==> src/rtl/l2_request_scheduler.sv <==
// Single-in-flight scheduler that steers decoded trace commands to the L2 cache's L1-side,
// snoop or maintenance request port and keeps saturating per-class statistics.
module l2_request_scheduler #(
    parameter int unsigned addressSize = 32,
    parameter int unsigned STAT_W      = 32,
    parameter int unsigned TIMEOUT     = 64
) (
    input  logic                   clk,
    input  logic                   reset,
    input  logic                   cmd_valid,
    input  logic [3:0]             cmd_code,
    input  logic [addressSize-1:0] cmd_addr,
    output logic                   cmd_ready,
    output logic                   l1_req_valid,
    output logic [1:0]             l1_op,
    output logic [addressSize-1:0] l1_addr,
    input  logic                   l1_done,
    output logic                   snp_req_valid,
    output logic [1:0]             snp_op,
    output logic [addressSize-1:0] snp_addr,
    input  logic                   snp_done,
    output logic                   mnt_req_valid,
    output logic                   mnt_op,
    input  logic                   mnt_done,
    output logic                   timeout_pulse,
    output logic [STAT_W-1:0]      l1_count,
    output logic [STAT_W-1:0]      snp_count,
    output logic [STAT_W-1:0]      illegal_count,
    output logic [STAT_W-1:0]      timeout_count
);

    localparam int unsigned TMR_W    = (TIMEOUT > 1) ? $clog2(TIMEOUT + 1) : 1;
    localparam int unsigned TMR_LAST = (TIMEOUT > 0) ? (TIMEOUT - 1) : 0;
    localparam logic [STAT_W-1:0] STAT_MAX = '1;

    typedef enum logic [1:0] {
        IDLE     = 2'd0,
        L1_BUSY  = 2'd1,
        SNP_BUSY = 2'd2,
        MNT_BUSY = 2'd3
    } state_e;

    state_e                  state_q,       state_d;
    logic                    l1_valid_q,    l1_valid_d;
    logic [1:0]              l1_op_q,       l1_op_d;
    logic [addressSize-1:0]  l1_addr_q,     l1_addr_d;
    logic                    snp_valid_q,   snp_valid_d;
    logic [1:0]              snp_op_q,      snp_op_d;
    logic [addressSize-1:0]  snp_addr_q,    snp_addr_d;
    logic                    mnt_valid_q,   mnt_valid_d;
    logic                    mnt_op_q,      mnt_op_d;
    logic [TMR_W-1:0]        tmr_q,         tmr_d;
    logic                    to_pulse_q,    to_pulse_d;
    logic [STAT_W-1:0]       l1_cnt_q,      l1_cnt_d;
    logic [STAT_W-1:0]       snp_cnt_q,     snp_cnt_d;
    logic [STAT_W-1:0]       ill_cnt_q,     ill_cnt_d;
    logic [STAT_W-1:0]       to_cnt_q,      to_cnt_d;

    logic                    busy_done_c;
    logic                    limit_hit_c;

    // Counters hold at all-ones instead of wrapping.
    function automatic logic [STAT_W-1:0] sat_inc(input logic [STAT_W-1:0] v);
        return (v == STAT_MAX) ? v : v + STAT_W'(1);
    endfunction

    // Done only counts when it arrives on the port of the request in flight.
    always_comb begin
        busy_done_c = 1'b0;
        case (state_q)
            L1_BUSY:  busy_done_c = l1_done;
            SNP_BUSY: busy_done_c = snp_done;
            MNT_BUSY: busy_done_c = mnt_done;
            default:  busy_done_c = 1'b0;
        endcase
    end

    assign limit_hit_c = (TIMEOUT != 0) && (tmr_q == TMR_W'(TMR_LAST));

    // Next-state, request payload and statistics update.
    always_comb begin
        state_d     = state_q;
        l1_valid_d  = l1_valid_q;
        l1_op_d     = l1_op_q;
        l1_addr_d   = l1_addr_q;
        snp_valid_d = snp_valid_q;
        snp_op_d    = snp_op_q;
        snp_addr_d  = snp_addr_q;
        mnt_valid_d = mnt_valid_q;
        mnt_op_d    = mnt_op_q;
        tmr_d       = tmr_q;
        to_pulse_d  = 1'b0;
        l1_cnt_d    = l1_cnt_q;
        snp_cnt_d   = snp_cnt_q;
        ill_cnt_d   = ill_cnt_q;
        to_cnt_d    = to_cnt_q;

        case (state_q)
            IDLE: begin
                if (cmd_valid) begin
                    case (cmd_code)
                        4'd0, 4'd1, 4'd2: begin
                            state_d    = L1_BUSY;
                            l1_valid_d = 1'b1;
                            l1_op_d    = cmd_code[1:0];
                            l1_addr_d  = cmd_addr;
                            tmr_d      = '0;
                        end
                        4'd3, 4'd4, 4'd5, 4'd6: begin
                            state_d     = SNP_BUSY;
                            snp_valid_d = 1'b1;
                            snp_op_d    = 2'(cmd_code - 4'd3);
                            snp_addr_d  = cmd_addr;
                            tmr_d       = '0;
                        end
                        4'd8, 4'd9: begin
                            state_d     = MNT_BUSY;
                            mnt_valid_d = 1'b1;
                            mnt_op_d    = cmd_code[0];
                            tmr_d       = '0;
                        end
                        default: ill_cnt_d = sat_inc(ill_cnt_q);
                    endcase
                end
            end
            default: begin
                if (busy_done_c) begin
                    state_d     = IDLE;
                    l1_valid_d  = 1'b0;
                    snp_valid_d = 1'b0;
                    mnt_valid_d = 1'b0;
                    case (state_q)
                        L1_BUSY:  l1_cnt_d  = sat_inc(l1_cnt_q);
                        SNP_BUSY: snp_cnt_d = sat_inc(snp_cnt_q);
                        default: begin
                            if (!mnt_op_q) begin
                                l1_cnt_d  = '0;
                                snp_cnt_d = '0;
                                ill_cnt_d = '0;
                                to_cnt_d  = '0;
                            end
                        end
                    endcase
                end else if (limit_hit_c) begin
                    // Abort: payload stays on the bus, only the valid drops.
                    state_d     = IDLE;
                    l1_valid_d  = 1'b0;
                    snp_valid_d = 1'b0;
                    mnt_valid_d = 1'b0;
                    to_pulse_d  = 1'b1;
                    to_cnt_d    = sat_inc(to_cnt_q);
                end else if (TIMEOUT != 0) begin
                    tmr_d = tmr_q + TMR_W'(1);
                end
            end
        endcase
    end

    // State and output registers; reset abandons any in-flight request.
    always_ff @(posedge clk) begin
        if (reset) begin
            state_q     <= IDLE;
            l1_valid_q  <= 1'b0;
            l1_op_q     <= '0;
            l1_addr_q   <= '0;
            snp_valid_q <= 1'b0;
            snp_op_q    <= '0;
            snp_addr_q  <= '0;
            mnt_valid_q <= 1'b0;
            mnt_op_q    <= 1'b0;
            tmr_q       <= '0;
            to_pulse_q  <= 1'b0;
            l1_cnt_q    <= '0;
            snp_cnt_q   <= '0;
            ill_cnt_q   <= '0;
            to_cnt_q    <= '0;
        end else begin
            state_q     <= state_d;
            l1_valid_q  <= l1_valid_d;
            l1_op_q     <= l1_op_d;
            l1_addr_q   <= l1_addr_d;
            snp_valid_q <= snp_valid_d;
            snp_op_q    <= snp_op_d;
            snp_addr_q  <= snp_addr_d;
            mnt_valid_q <= mnt_valid_d;
            mnt_op_q    <= mnt_op_d;
            tmr_q       <= tmr_d;
            to_pulse_q  <= to_pulse_d;
            l1_cnt_q    <= l1_cnt_d;
            snp_cnt_q   <= snp_cnt_d;
            ill_cnt_q   <= ill_cnt_d;
            to_cnt_q    <= to_cnt_d;
        end
    end

    assign cmd_ready     = (state_q == IDLE);
    assign l1_req_valid  = l1_valid_q;
    assign l1_op         = l1_op_q;
    assign l1_addr       = l1_addr_q;
    assign snp_req_valid = snp_valid_q;
    assign snp_op        = snp_op_q;
    assign snp_addr      = snp_addr_q;
    assign mnt_req_valid = mnt_valid_q;
    assign mnt_op        = mnt_op_q;
    assign timeout_pulse = to_pulse_q;
    assign l1_count      = l1_cnt_q;
    assign snp_count     = snp_cnt_q;
    assign illegal_count = ill_cnt_q;
    assign timeout_count = to_cnt_q;

endmodule
==> config.mk <==
export PLATFORM = sky130hd
export DESIGN_NAME = l2_request_scheduler
export DESIGN_NICKNAME = d
export VERILOG_FILES = /design/src/rtl/l2_request_scheduler.sv
export SDC_FILE = /design/constraint.sdc
export NUM_CORES = 1
export LEC_CHECK = 0
export BUFFER_PORTS_ARGS = -buffer_cell sky130_fd_sc_hd__buf_2
export CORE_AREA = 2 2 172 174
export CTS_CLUSTER_DIAMETER = 200
export DETAILED_ROUTE_END_ITERATION = 10
export DIE_AREA = 0 0 174 176
export SLEW_MARGIN = 15
export SYNTH_ARGS = -nofsm -noshare
export SYNTH_HDL_FRONTEND = slang
export SYNTH_SLANG_ARGS = --single-unit
==> constraint.sdc <==
create_clock -name clk -period 3.3 [get_ports clk]
set_input_delay 0.66 -clock clk [delete_from_list [all_inputs] [get_ports clk]]
set_output_delay 0.66 -clock clk [all_outputs]
set_load 0.005 [all_outputs]
==> results.md, run 1 <==
* Logic pwr share at 6.8%
* Die Y at 176 um
* Async S/R FF share, synth at 0%
* Resized cells post-CTS at 0
* Final Non-Filler Cells at between 1500 and 2000
* CP Launch Type: register
* DRT Wirelength at 31200 um
* Mapped cell area at 0.00999 mm2
* Postcts setup bufs at 0
* Pleak at 4.95 nW
* Post-DP HPWL at 21900 um
* Pint at 4.49 mW
* Vias per inst at 5.44
* Final Hold Vio Count at 0
* Sw Share at 23.8%
* ANT nets after route at 0
* Crit end category: register
* Share of layout cells above drive strength 1 at 22.1%
* Dpl cells at 1875
* Critical Path Fanout Max at 11
* Tightest Hold Check Type: in -> reg
* Largest net degree at the start of global routing at 61
* Total Routing Usage GR at roughly 20%
* Synth Instances at 1285
* CTS H-Tree Depth at 1
* Power Density at 468 mW/mm2
* Ys flop type: dfxtp_1
* Vias at roughly 10000
* Layout area overhead at 26.1%
* Warnings, synthesis at 0
* Avg Cell Area, Syn at 7.77 um2
* TritonCTS clock tree: built
* Max-slew violations at 0
* WP data arrival at 3.43 ns
* Met1 Wirelength at 14000 um
* Initial core utilization at roughly a third
* I/O Pins at 244
* Final count of negative-setup-slack endpoints at 0
* Total congestion overflow at 0
* Initial antenna violation count at 0
* Met3 Routed Length at 2420 um
* WS Path Type: reg -> reg
* DRC at 0
* Post-synthesis sequential area ratio at roughly 42%
* Core area at 0.0285 mm2
* Final period demand of the worst path at ~3.0 ns
* Clk_lat worst skew at around 0.52 ns
* Synth Net Count at 1340
* Number of diodes at 0
* Highest routed layer: met4
* Max Cap Viol at 0
* Total power at 5.89 mW
* Final hold slack at 0.378 ns
* Most common cell in the synthesized netlist: dfxtp_1
* Ranking of synthesized cells by area: dfxtp_1 42%, nand2_1 7.6%, a21oi_1 6.7%
* Die area at 0.0306 mm2
* TritonCTS Buffers at 26
* First-pass GRT wire length at 50300 um
* Status: completed
* IR Drop Worst-Case VDD at 405 uV
* Post-synth EDFFs at 0
* Sequential cell fraction of total power at 44.1%
* Synth Register Bits at 210
* Met2 routed WL at around 14000 um
* P_sw at 1.40 mW
* Clock Power Share at 49.1%
* Final net count at 1574
* Final WS setup at about 0.28 ns
* Avg WL per Cell at 16.3 um
* Fin Setup TNS at 0 ns
* Row Count at just over 60
* Commonest cells in the netlist: 210 x dfxtp_1, 202 x nand2_1, 133 x a21oi_1
* Die Width at 174 um
* TritonRoute pass-1 iters at 6
* Post-synth cell types at 57
* Synth top area share at 42.1%
* RSZ-0062 raised after global routing: no
* Number of global-route vias before repair at 9635
* Worst-path clk slew at about 0.06 ns
* GP Congestion at about 0.82
* Tcrit/Tclk final at 91.4%
* Clock skew at 0.00690 ns
* F_max at 331 MHz
* Clock sink count at 210
* Slew margin rel. at about 42%
* Worst-Margin Slew at 0.868 ns
* Worst path required time at 3.72 ns
* CTS max path bufs at 3
* Port bufs at 243
* Dpl ws at 0.259 ns
* DRT iter0 DRCs at 528
* CTS Hold Bufs at 0
* CTS root buffer: clkbuf_16
* Synth area leader: dfxtp_1
[final cells by class]
| cell class | count | area, um2 |
|---|---|---|
| timing repair buffer | 284 | 1540 |
| clock inverter | 7 | 90.1 |
| fill | 2923 | 16000 |
| inverter | 23 | 86.3 |
| tap | 384 | 480 |
| multi-input combinational | 974 | 5410 |
| sequential | 210 | 4200 |
| clock buffer | 37 | 783 |
[worst paths after layout]
check / startpoint / endpoint / slack, ns / depth (start not counted)
worst max-delay path: state_q[0] / timeout_count[15] / 0.28 / 8
worst min-delay path: cmd_addr[15] / snp_addr[15] / 0.38 / 3
worst max register to register: state_q[0] / timeout_count[15] / 0.28 / 8
worst min register to register: mnt_req_valid / mnt_req_valid / 0.45 / 2
[flip-flops by register name (all words and copies together), names as in the netlist]
| signal | count |
|---|---|
| snp_count | 32 |
| state_q | 2 |
| illegal_count | 32 |
| snp_addr | 32 |
| snp_req_valid | 1 |
| mnt_op | 1 |
| l1_addr | 32 |
| l1_count | 32 |
| snp_op | 2 |
| l1_op | 2 |
| l1_req_valid | 1 |
| timeout_count | 32 |
| tmr_q | 7 |
| mnt_req_valid | 1 |
| timeout_pulse | 1 |
[power groups by stage]
| stage | Clock [mW] | Sequential, mW | Combinational, mW |
|---|---|---|---|
| floorplan | 0 | 2.65 | 0.226 |
| global placement | 0 | 2.65 | 0.402 |
| detailed placement | 0 | 2.65 | 0.402 |
| CTS | 2.98 | 2.60 | 0.403 |
| global route | 3.06 | 2.60 | 0.447 |
| finish | 2.89 | 2.60 | 0.401 |
[layer usage]
layer | vias up | global-route usage (%)
li1 | 5097 | -
met1 | 4910 | 25.5
met2 | 393 | 32.5
met3 | 40 | 4.95
met4 | 0 | 4.94
met5 | - | 0
[cell families after synthesis]
family	count (synthesis)	share of synthesized area (%)
and+or+nand+nor	610	30.2
AOI/OAI and AO/OA	305	18.1
DFF	210	42.1
buffers and inverters	101	3.93
xor gates and xnor gates	44	3.86
adders and majority gates	13	1.63
muxes	2	0.213
[worst max-delay path, stage by stage (launching register included)]
cell      delay, ns
dfxtp_1        0.46
inv_1          0.11
ha_1           0.25
a222oi_1       0.76
and4b_1        0.39
o31ai_2        0.17
nand2_1        0.38
o21ai_0        0.15
a32o_1         0.23
[layout by cell type, fill, tap and decap left out, drive strengths merged, types with 27 or more instances in the layout]
master / instances
buf: 284
dfxtp: 210
nand2: 202
a21oi: 133
nor2: 107
nand3: 66
o21ai: 66
nor3: 46
nand4: 41
a31oi: 38
clkbuf: 37
xnor2: 29
and3: 27
[metrics by stage]
stage / instance area [um2] / utilization, %
6_report: 12600 / 44.1
3_5_place_dp: 11700 / 41.0
4_1_cts: 12600 / 44.1
2_1_floorplan: 9990 / -
3_3_place_gp: 11700 / 41.0
5_1_grt: 12600 / 44.1
(Power assumes the default switching activity.)
==> inputs of run 2 (changes only) <==
==> constraint.sdc (replaced) <==
create_clock -name clk -period 3.55 [get_ports clk]
set_input_delay 0.71 -clock clk [delete_from_list [all_inputs] [get_ports clk]]
set_output_delay 0.71 -clock clk [all_outputs]
set_load 0.005 [all_outputs]
==> run 2 against run 1 <==
Critical path depth grew 2. Clock skew grew 0.0068 ns. Sequential power shrank 7%. Sequential cell count is the same. Sequential share of layout area grew 0.28 points. Power shrank 8.2%. Critical endpoint is now illegal_count[16].
==> results.md, run 2 (synthesis gave the netlist of run 1 again) <==
* Status: completed
* Slowest cell on crit path: a222oi_1
* Fin Setup TNS at 0 ns
* Row Count at 62
* Clock Power Share at 48.5%
* Layout area overhead at 25.0%
* Worst-Margin Slew at roughly 0.86 ns
* ANT nets after route at 0
* CTS H-Tree Depth at 1
* Cell breakdown of the critical path: inv_1 -> ha_1 -> buf_4 -> a222oi_1 -> or2_1 -> or3_1 -> nand2_1 -> buf_4 -> a41oi_1 -> o32ai_1
* Final Non-Filler Cells at between 1500 and 2000
* Tcrit/Tclk final at 83.4%
* Max-slew violations at 0
* DRC at 0
* Total Routing Usage GR at 19.8%
* Vias per inst at 5.43
* Fillers at 2977
* TritonCTS clock tree: built
* Final Hold Vio Count at 0
* Number of global-route vias before repair at just under 10000
* Die area at 0.0306 mm2
* Pint at 4.10 mW
* CP Launch Type: register
* Core area at 0.0285 mm2
* DRT iter0 DRCs at 805
* Die Y at 176 um
* Clock sink count at 210
* Final Instance Area at 0.0125 mm2
* F_max at about 340 MHz
* Critical Path Fanout Max at 11
* CP peak stage delay at 0.67 ns
* Most common cell after layout, fill and taps aside: buf_2
* Share of layout cells above drive strength 1 at 21.3%
* WP data arrival at 3.34 ns
* Largest net degree at the start of global routing at 81
* IR Drop Worst-Case VDD at 402 uV
* Clock skew at 0.0137 ns
* DRT Wirelength at approximately 31000 um
* Crit end category: register
* Slew margin rel. at a little over two fifths
* Dpl cells at 1864
* I/O Pins at 244
* Power Density at 433 mW/mm2
* Sequential cell fraction of total power at 44.6%
* Logic pwr share at 6.9%
* Initial core utilization at between 30% and 40%
* Final net count at 1563
* Die Width at 174 um
* Vias at 10400
* Worst path required time at just under 4 ns
* Resized cells post-CTS at 0
* Final count of negative-setup-slack endpoints at 0
* Final period demand of the worst path at 2.96 ns
* P_sw at 1.31 mW
* Area post-placement at 0.0116 mm2
* Clk_lat worst skew at 0.53 ns
* Pleak at 4.89 nW
* GP Congestion at 0.813
* Avg WL per Cell at 16.4 um
* Post-DP HPWL at 21700 um
* Crit-path most repeated cell: buf_4
* CTS root buffer: clkbuf_16
* WS Path Type: reg -> reg
* Postcts setup bufs at 0
* RSZ-0062 raised after global routing: no
* CTS Hold Bufs at 0
* Commonest non-fill, non-tap cells in the layout: 242 x buf_2, 210 x dfxtp_1, 202 x nand2_1, 133 x a21oi_1, 106 x nor2_1
* CTS max path bufs at 3
* TritonRoute pass-1 iters at 5
* TritonCTS Buffers at 26
* Initial antenna violation count at 1
* Total congestion overflow at 0
* Worst-path clk slew at 0.06 ns
* Port bufs at ~240
* Max Cap Viol at 0
* Sw Share at 24.2%
* First-pass GRT wire length at 50900 um
* Tightest Hold Check Type: in -> reg
==> run 2: per-stage QoR <==
| stage | hold WS, ns | power [mW] | setup WS [ns] | utilization [%] |
|---|---|---|---|---|
| after floorplan | 0.453 | 2.67 | 1.01 | - |
| after CTS | 0.406 | 5.48 | 0.541 | 43.7 |
| after detailed placement | 0.445 | 2.83 | 0.558 | 40.8 |
| final | 0.425 | 5.41 | 0.589 | 43.7 |
| after global placement | 0.439 | 2.83 | 0.589 | 40.8 |
| after global routing | 0.420 | 5.63 | 0.247 | 43.7 |
==> run 2: final timing paths <==
check,endpoint,start,slack (ns),cells past startpoint
max,illegal_count[16],state_q[1],0.59,10
min,snp_addr[24],cmd_addr[24],0.43,3
max reg2reg,illegal_count[16],state_q[1],0.59,10
min reg2reg,l1_addr[12],l1_addr[12],0.45,2
==> run 2: layout make-up <==
class                      count  area (um2)  area share, %
multi-input combinational    974        5420           43.4
sequential                   210        4200           33.7
timing repair buffer         273        1460           11.7
clock buffer                  39         751           6.01
tap                          384         480           3.85
clock inverter                 7        88.8          0.711
inverter                      23        86.3          0.691
antenna                        1        2.50         0.0200
==> run 2: metal layers <==
| layer | GRT usage (%) | wire length [um] | vias up |
|---|---|---|---|
| met5 | 0 | 0 | - |
| met4 | 6.76 | 785 | 0 |
| met3 | 5.53 | 2490 | 51 |
| met2 | 32.1 | 14200 | 353 |
| met1 | 25.3 | 13800 | 4895 |
| li1 | - | - | 5077 |
==> run 2: power by group through the flow <==
stage               Sequential [mW]  Combinational, mW  Clock, mW
CTS                            2.41              0.372       2.69
finish                         2.41              0.373       2.62
global placement               2.46              0.370          0
global route                   2.42              0.413       2.81
floorplan                      2.46              0.210          0
detailed placement             2.46              0.371          0
==> run 2: critical path, delay by kind of cell, from the launching register on <==
family,cells,cell delay [ns]
compound gates,3,0.98
fa+ha+maj,1,0.19
buf+inv,3,0.56
flops,1,0.38
simple gates,3,0.69
